==> src/rtl/serial_adder.sv <==
// serial_adder: bit-serial adder with a valid/ready handshake on both sides.
// Operands are captured on the accepting edge, summed LSB-first over WIDTH
// cycles, and the result is held until the consumer takes it.
//
// Optional feature: define SERIAL_ADDER_SUB_EN to add the 'op' input
// (0 = add, 1 = subtract as x + ~y + 1). Without it the block only adds.
//
// state | meaning
// ------+--------------------------------------------------------------
// IDLE  | waiting for an operand pair, in_ready = 1
// RUN   | one result bit per cycle, WIDTH cycles total
// DONE  | s/c hold the result, out_valid = 1 until out_ready
`timescale 1ns/1ps

module serial_adder #(
  parameter int WIDTH = 8
) (
  input  logic             clk,
  input  logic             rst_n,
  input  logic             in_valid,
  output logic             in_ready,
  input  logic [WIDTH-1:0] x,
  input  logic [WIDTH-1:0] y,
`ifdef SERIAL_ADDER_SUB_EN
  input  logic             op,
`endif
  output logic             out_valid,
  input  logic             out_ready,
  output logic [WIDTH-1:0] s,
  output logic             c
);

  localparam int CW = (WIDTH > 2) ? $clog2(WIDTH) : 1;
  localparam logic [CW-1:0] LAST_BIT = CW'(WIDTH - 1);

  localparam logic [1:0] IDLE = 2'd0;
  localparam logic [1:0] RUN  = 2'd1;
  localparam logic [1:0] DONE = 2'd2;

  logic [1:0]       state;
  logic [1:0]       state_nxt;
  logic [WIDTH-1:0] a_reg;
  logic [WIDTH-1:0] b_reg;
  logic [WIDTH-1:0] sum_reg;
  logic             carry;
  logic [CW-1:0]    cnt;

  logic             accept;
  logic [WIDTH-1:0] y_cap;
  logic             carry_init;
  logic             ha1_s;
  logic             ha1_c;
  logic             ha2_s;
  logic             ha2_c;
  logic             carry_nxt;

  // Subtraction reuses the adder: invert y on capture and seed the carry with 1.
`ifdef SERIAL_ADDER_SUB_EN
  assign y_cap      = op ? ~y : y;
  assign carry_init = op;
`else
  assign y_cap      = y;
  assign carry_init = 1'b0;
`endif

  assign accept    = (state == IDLE) && in_valid;
  assign in_ready  = (state == IDLE);
  assign out_valid = (state == DONE);
  assign s         = sum_reg;
  assign c         = carry;

  // One full-adder slice built from two cascaded half adders.
  always_comb begin
    ha1_s     = a_reg[0] ^ b_reg[0];
    ha1_c     = a_reg[0] & b_reg[0];
    ha2_s     = ha1_s ^ carry;
    ha2_c     = ha1_s & carry;
    carry_nxt = ha1_c | ha2_c;
  end

  // Next-state decode; RUN leaves on the edge that processes the last bit.
  always_comb begin
    state_nxt = state;
    case (state)
      IDLE:    if (in_valid)        state_nxt = RUN;
      RUN:     if (cnt == LAST_BIT) state_nxt = DONE;
      DONE:    if (out_ready)       state_nxt = IDLE;
      default:                      state_nxt = IDLE;
    endcase
  end

  // State register.
  always_ff @(posedge clk or negedge rst_n) begin
    if (!rst_n) begin
      state <= IDLE;
    end else begin
      state <= state_nxt;
    end
  end

  // Operand capture and the serial datapath; sum bits enter at the MSB so the
  // register is right-aligned after WIDTH shifts.
  always_ff @(posedge clk or negedge rst_n) begin
    if (!rst_n) begin
      a_reg   <= '0;
      b_reg   <= '0;
      sum_reg <= '0;
      carry   <= 1'b0;
      cnt     <= '0;
    end else if (accept) begin
      a_reg   <= x;
      b_reg   <= y_cap;
      sum_reg <= '0;
      carry   <= carry_init;
      cnt     <= '0;
    end else if (state == RUN) begin
      a_reg   <= a_reg >> 1;
      b_reg   <= b_reg >> 1;
      sum_reg <= {ha2_s, sum_reg[WIDTH-1:1]};
      carry   <= carry_nxt;
      cnt     <= cnt + CW'(1);
    end
  end

endmodule
==> config.mk <==
export PLATFORM = sky130hd
export DESIGN_NAME = serial_adder
export DESIGN_NICKNAME = d
export VERILOG_FILES = /design/src/rtl/serial_adder.sv
export SDC_FILE = /design/constraint.sdc
export NUM_CORES = 1
export LEC_CHECK = 0
export CAP_MARGIN = 10
export CORE_UTILIZATION = 45
export DETAILED_ROUTE_END_ITERATION = 16
export DONT_BUFFER_PORTS = 1
export GPL_ROUTABILITY_DRIVEN = 0
export GPL_TIMING_DRIVEN = 0
export SLEW_MARGIN = 20
export SYNTH_ARGS = -nofsm -noshare
export SYNTH_HDL_FRONTEND = slang
export SYNTH_SLANG_ARGS = --single-unit
==> constraint.sdc <==
create_clock -name clk -period 2.22 [get_ports clk]
set_clock_uncertainty 0.1 [all_clocks]
set_input_delay 0.222 -clock clk [delete_from_list [all_inputs] [get_ports clk]]
set_output_delay 0.222 -clock clk [all_outputs]
set_load 0.02 [all_outputs]
==> impl_results.md, run 1 <==
- Worst hold path class: input pin to flop
- DP HPWL: 1895 um
- EDFF count, synth: 0
- Share of post-route cells with drive strength above 1: 12.68%
- Core area: 2805 sq um
- DRT Wirelength: 2779 um
- Synth unique cells: 22
- CTS tree: yes
- Failing checks: design-rule violations
- Die width: 56.78 um
- CP peak stage delay: 0.54 ns
- Clk buf depth: 2
- RSZ-0062 raised after global routing: no
- Post-synthesis cell count: 128
- Io pins: 31
- Worst path cell trace: buf_2 > nor2_1 > a32o_1 > dlygate4sd3_1
- Worst-path clk slew: 0.09 ns
- Peak supply drop: 0.0007304 V
- Top_reg_cell synth: dfrtp_1
- Setup violations, final: 0
- Drt drc: 8
- Most frequent cells in the layout: dfrtp_1, nor3_1, nor2_1, nor3b_1, a22o_1
- CP arrival: 2.14 ns
- Pwr Total: 2.205 mW
- Req. time, crit path: 2.39 ns
- Status: finished, violations left
- CP startpoint kind: flop
- Post-Syn Area per Cell: 10.55 sq um
- Multi-input logic area: 541.8 sq um
- Register Area: 750.7 sq um
- Area leader, netlist: dfrtp_1
- Fin. max-slew vios: 0
- Asr flop ratio synth: 100.0%
- Crit end category: flop
- ANT nets after route: 0
- CTS Root Cell: clkbuf_4
- Worst setup margin: 0.2512 ns
- H-tree Lvls: 2
- IO Port Bufs: 0
- Vias in the first global route: 1042
- Iteration-0 DRC Markers: 43
- Slew @ Worst Pin: 0.4904 ns
- Sequential share of the synthesized area: 55.61%
- First-pass GRT wire length: 4754 um
- Fill count: 262
- Cts repair resizes: 0
- Die Y-Extent: 56.78 um
- Vias per cell: 5.925
- Top cell type's share of synthesized area: 55.61%
- Die ar.: 3223 sq um
- Vias: 1025
- Placed inst area: 1389 sq um
- F_max: 507.9 MHz
- Finished Cell Area: 1538 sq um
- Setup CP Type: flop to flop
- Worst Path Max Fanout: 10
- # Max-Cap Violations: 0
- Slew headroom: 67.18%
- Syn nets: 151
- Post-Place Setup Slack: 0.7415 ns
- Seq cells post-synth: 30
- Final Hold Viols: 0
- CTS Sinks: 30
- Pwr per Cell Area: 1434 nW/um^2
- WL/cell: 16.06 um
- Most common cell after layout, fill and taps aside: dfrtp_1
- Overflow after GRT: 0
- Sum Neg Setup Slack: 0 ns
- Row count: 19
- Leakage: 0.6971 nW
- Area growth from synthesis to layout: 13.90%
- Largest net degree at the start of global routing: 31
- Gr usage total: 19.84%
- Final nets: 164
- Antenna violations before repair: 0
- CTS buffer count: 5
- Final period util: 88.68%
- Synth top area cells: dfrtp_1, nor3_1, nor3b_1
- Starting density of the core: 48.13%
- CP max-delay cell: dlygate4sd3_1
- Mapped Area: 1350 sq um
- Drt pass-1 iters: 10
- Number of diodes: 0
- Yosys warns: 0
- Later-pin clock latency in the skew report: 0.33 ns
- Post-layout min period: 1.969 ns
-- cell usage after synthesis (all sizes together) (2+ instances only) --
cell     n
dfrtp   30
nor3    24
nor2    14
nor3b   12
a22o    10
buf      7
inv      4
nand2    4
nand2b   4
o21ai    4
a221o    2
a32o     2
clkbuf   2
ha       2
-- critical path: cells and delay by family, from the launching register on --
family                 cells  cell delay [ns]
DFF                        1             0.44
and+or+nand+nor            1             0.40
buffers and inverters      2             0.74
AOI/OAI and AO/OA          1             0.23
-- through the flow --
stage,cells,utilization [%],hold slack (ns)
floorplan,128,-,-0.1736
global placement,159,49.51,-0.1730
detailed placement,159,49.51,-0.1730
CTS,173,54.82,0.009305
global route,173,54.82,0.01590
finish,173,54.82,0.01019
-- layout make-up --
class,instances,share of cell area [%]
Timing Repair Buffer,6,4.557
Clock buffer,8,5.126
Buffer,9,2.766
Inverter,4,0.9764
Tap cell,31,2.522
Multi-Input combinational cell,85,35.23
Sequential cell,30,48.82
-- repair_timing --
item                                   in CTS  in global routing
setup buffers                               0                  0
hold buffers                                6                  0
endpoints found under the hold margin      33                  0
-- path summary, 6_finish.rpt --
path	cells after the start	start	slack, ns	to
worst max-delay path	4	state[1]$_DFFE_PN0P_	0.25	b_reg[7]$_DFFE_PN0P_
worst min-delay path	2	x[3]	0.01	a_reg[3]$_DFFE_PN0P_
worst max register to register	4	state[1]$_DFFE_PN0P_	0.25	b_reg[7]$_DFFE_PN0P_
worst min register to register	1	cnt[0]$_DFFE_PN0P_	0.39	cnt[0]$_DFFE_PN0P_
max in group asynchronous	2	rst_n	1.63	a_reg[1]$_DFFE_PN0P_
min in group asynchronous	2	rst_n	0.23	a_reg[7]$_DFFE_PN0P_
-- kinds of logic after synthesis --
family | count (synthesis) | synth area share [%]
and+or+nand+nor | 60 | 23.45
buffers and inverters | 13 | 4.263
DFF | 30 | 55.61
AOI/OAI and AO/OA | 22 | 13.35
adders and majority gates | 3 | 3.336
-- layer usage --
| layer | up-vias | wire length (um) | GRT usage, % |
|---|---|---|---|
| met2 | 27 | 1393 | 32.82 |
| met5 | - | 0 | 0 |
| met4 | 0 | 46 | 6.272 |
| met1 | 510 | 1161 | 23.25 |
| met3 | 5 | 177 | 8.525 |
| li1 | 483 | - | - |
-- power breakdown --
group / internal [mW] / switching [mW]
logic: 0.365 / 0.396
clock network: 0.216 / 0.184
registers: 0.795 / 0.248
total: 1.38 / 0.829
No activity file was read; power rests on OpenSTA's default activity.
==> inputs of run 2 (changes only) <==
CORE_MARGIN = 2   (was default)
==> impl_results.md, run 2 (synthesis gave the netlist of run 1 again) <==
- Status: finished, violations left
- Failing checks: design-rule violations
- Worst setup margin: 0.2355 ns
- Vias: 1006
- DRT Wirelength: 2819 um
- CTS Sinks: 30
- Inst Count DP: 159
- Iteration-0 DRC Markers: 39
- Largest net degree at the start of global routing: 31
- Gr usage total: 19.28%
- Req. time, crit path: 2.39 ns
- Io pins: 31
- Post-layout min period: 1.985 ns
- M3 GR Usage: 7.692%
- Most frequent cells in the layout: dfrtp_1, nor3_1, nor2_1, nor3b_1, a22o_1
- Die ar.: 3455 sq um
- Vias per cell: 5.815
- IO Port Bufs: 0
- Overflow after GRT: 0
- Pwr per Cell Area: 1416 nW/um^2
- Drt drc: 4
- First-pass GRT wire length: 4885 um
- WL/cell: 16.29 um
- Row count: 19
- Sum Neg Setup Slack: 0 ns
- Final period util: 89.39%
- CP startpoint kind: flop
- Busiest grt layer: met2
- Die width: 58.78 um
- Antenna violations before repair: 0
- CTS tree: yes
- Cell Count, Final, Fillers Out: 173
- Share of post-route cells with drive strength above 1: 11.97%
- Worst hold path class: input pin to flop
- Peak supply drop: 0.0005288 V
- Worst-path clk slew: 0.10 ns
- F_max: 503.9 MHz
- Fill count: 258
- Clk buf depth: 2
- CTS Root Cell: clkbuf_4
- Area growth from synthesis to layout: 12.51%
- Fin. max-slew vios: 0
- Most common cell after layout, fill and taps aside: dfrtp_1
- Core area: 2805 sq um
- Utilization after layout: 54.15%
- Vias in the first global route: 1060
- H-tree Lvls: 2
- RSZ-0062 raised after global routing: no
- Drt pass-1 iters: 10
- Setup CP Type: flop to flop
- Slew @ Worst Pin: 0.4873 ns
- Met1 usage: 23.08%
- # Max-Cap Violations: 0
- Worst hold margin: 0.01988 ns
- Crit end category: flop
- Grt met2 use: 31.11%
- CP arrival: 2.15 ns
- Setup violations, final: 0
- Final Hold Viols: 0
- Final nets: 164
- Worst Path Max Fanout: 10
- Number of diodes: 0
- DP HPWL: 1911 um
- Post-Place Setup Slack: 0.7220 ns
- Later-pin clock latency in the skew report: 0.32 ns
- Slew headroom: 67.40%
- CTS buffer count: 5
- Leakage: 0.6878 nW
- Starting density of the core: 48.13%
- Postcts setup bufs: 0
- ANT nets after route: 0
- Die Y-Extent: 58.78 um
-- run 2: changes by cell type in the layout (fill, tap and decap cells not counted), sizes merged --
cell	previous run	this run
clkbuf	10	9
clkinv	0	1
-- run 2: area by class of cell --
class                      instances  area, sq um  area share (%)
sequential                        30        750.7           49.42
multi-input combinational         85        541.8           35.67
timing repair buffer               6        70.07           4.613
clock buffer                       7        55.05           3.624
buffer                             9        42.54           2.801
tap                               31        38.79           2.554
inverter                           4        15.01          0.9885
clock inverter                     1        5.005          0.3295
-- run 2: what timing repair did --
action | in CTS | in global routing
gates resized for setup | 0 | 0
hold endpoints to repair | 33 | 0
hold buffers | 6 | 0
-- run 2: report_power, final --
| part | internal (mW) | leakage, nW | switching (mW) | total [mW] |
|---|---|---|---|---|
| clock network | 0.153 | 0.0353 | 0.182 | 0.335 |
| logic | 0.367 | 0.284 | 0.403 | 0.770 |
| registers | 0.795 | 0.368 | 0.251 | 1.05 |
-- run 2: worst max-delay path, stage by stage (launching register included) --
cell,delay [ns]
dfrtp_1,0.45
buf_2,0.21
nor2_1,0.40
a32o_1,0.23
dlygate4sd3_1,0.54
-- run 2: path summary, 6_finish.rpt --
kind | to | cells past startpoint | slack (ns) | from
max | b_reg[7]$_DFFE_PN0P_ | 4 | 0.24 | state[1]$_DFFE_PN0P_
min | a_reg[2]$_DFFE_PN0P_ | 2 | 0.02 | x[2]
max reg2reg | b_reg[7]$_DFFE_PN0P_ | 4 | 0.24 | state[1]$_DFFE_PN0P_
min reg2reg | cnt[0]$_DFFE_PN0P_ | 1 | 0.39 | cnt[0]$_DFFE_PN0P_
max in group asynchronous | b_reg[1]$_DFFE_PN0P_ | 2 | 1.62 | rst_n
min in group asynchronous | s[1]$_DFFE_PN0P_ | 2 | 0.24 | rst_n
-- run 2: routing by layer --
metal	up-vias	share of wire (%)
met2	22	50
met4	0	1.7
li1	485	-
met3	6	5.2
met1	493	44
met5	-	0
-- run 2: metrics by stage --
stage,instance area (sq um),total power [mW]
2_1_floorplan,1350,1.626
3_3_place_gp,1389,1.769
3_5_place_dp,1389,1.804
4_1_cts,1519,2.189
5_1_grt,1519,2.356
6_report,1519,2.151
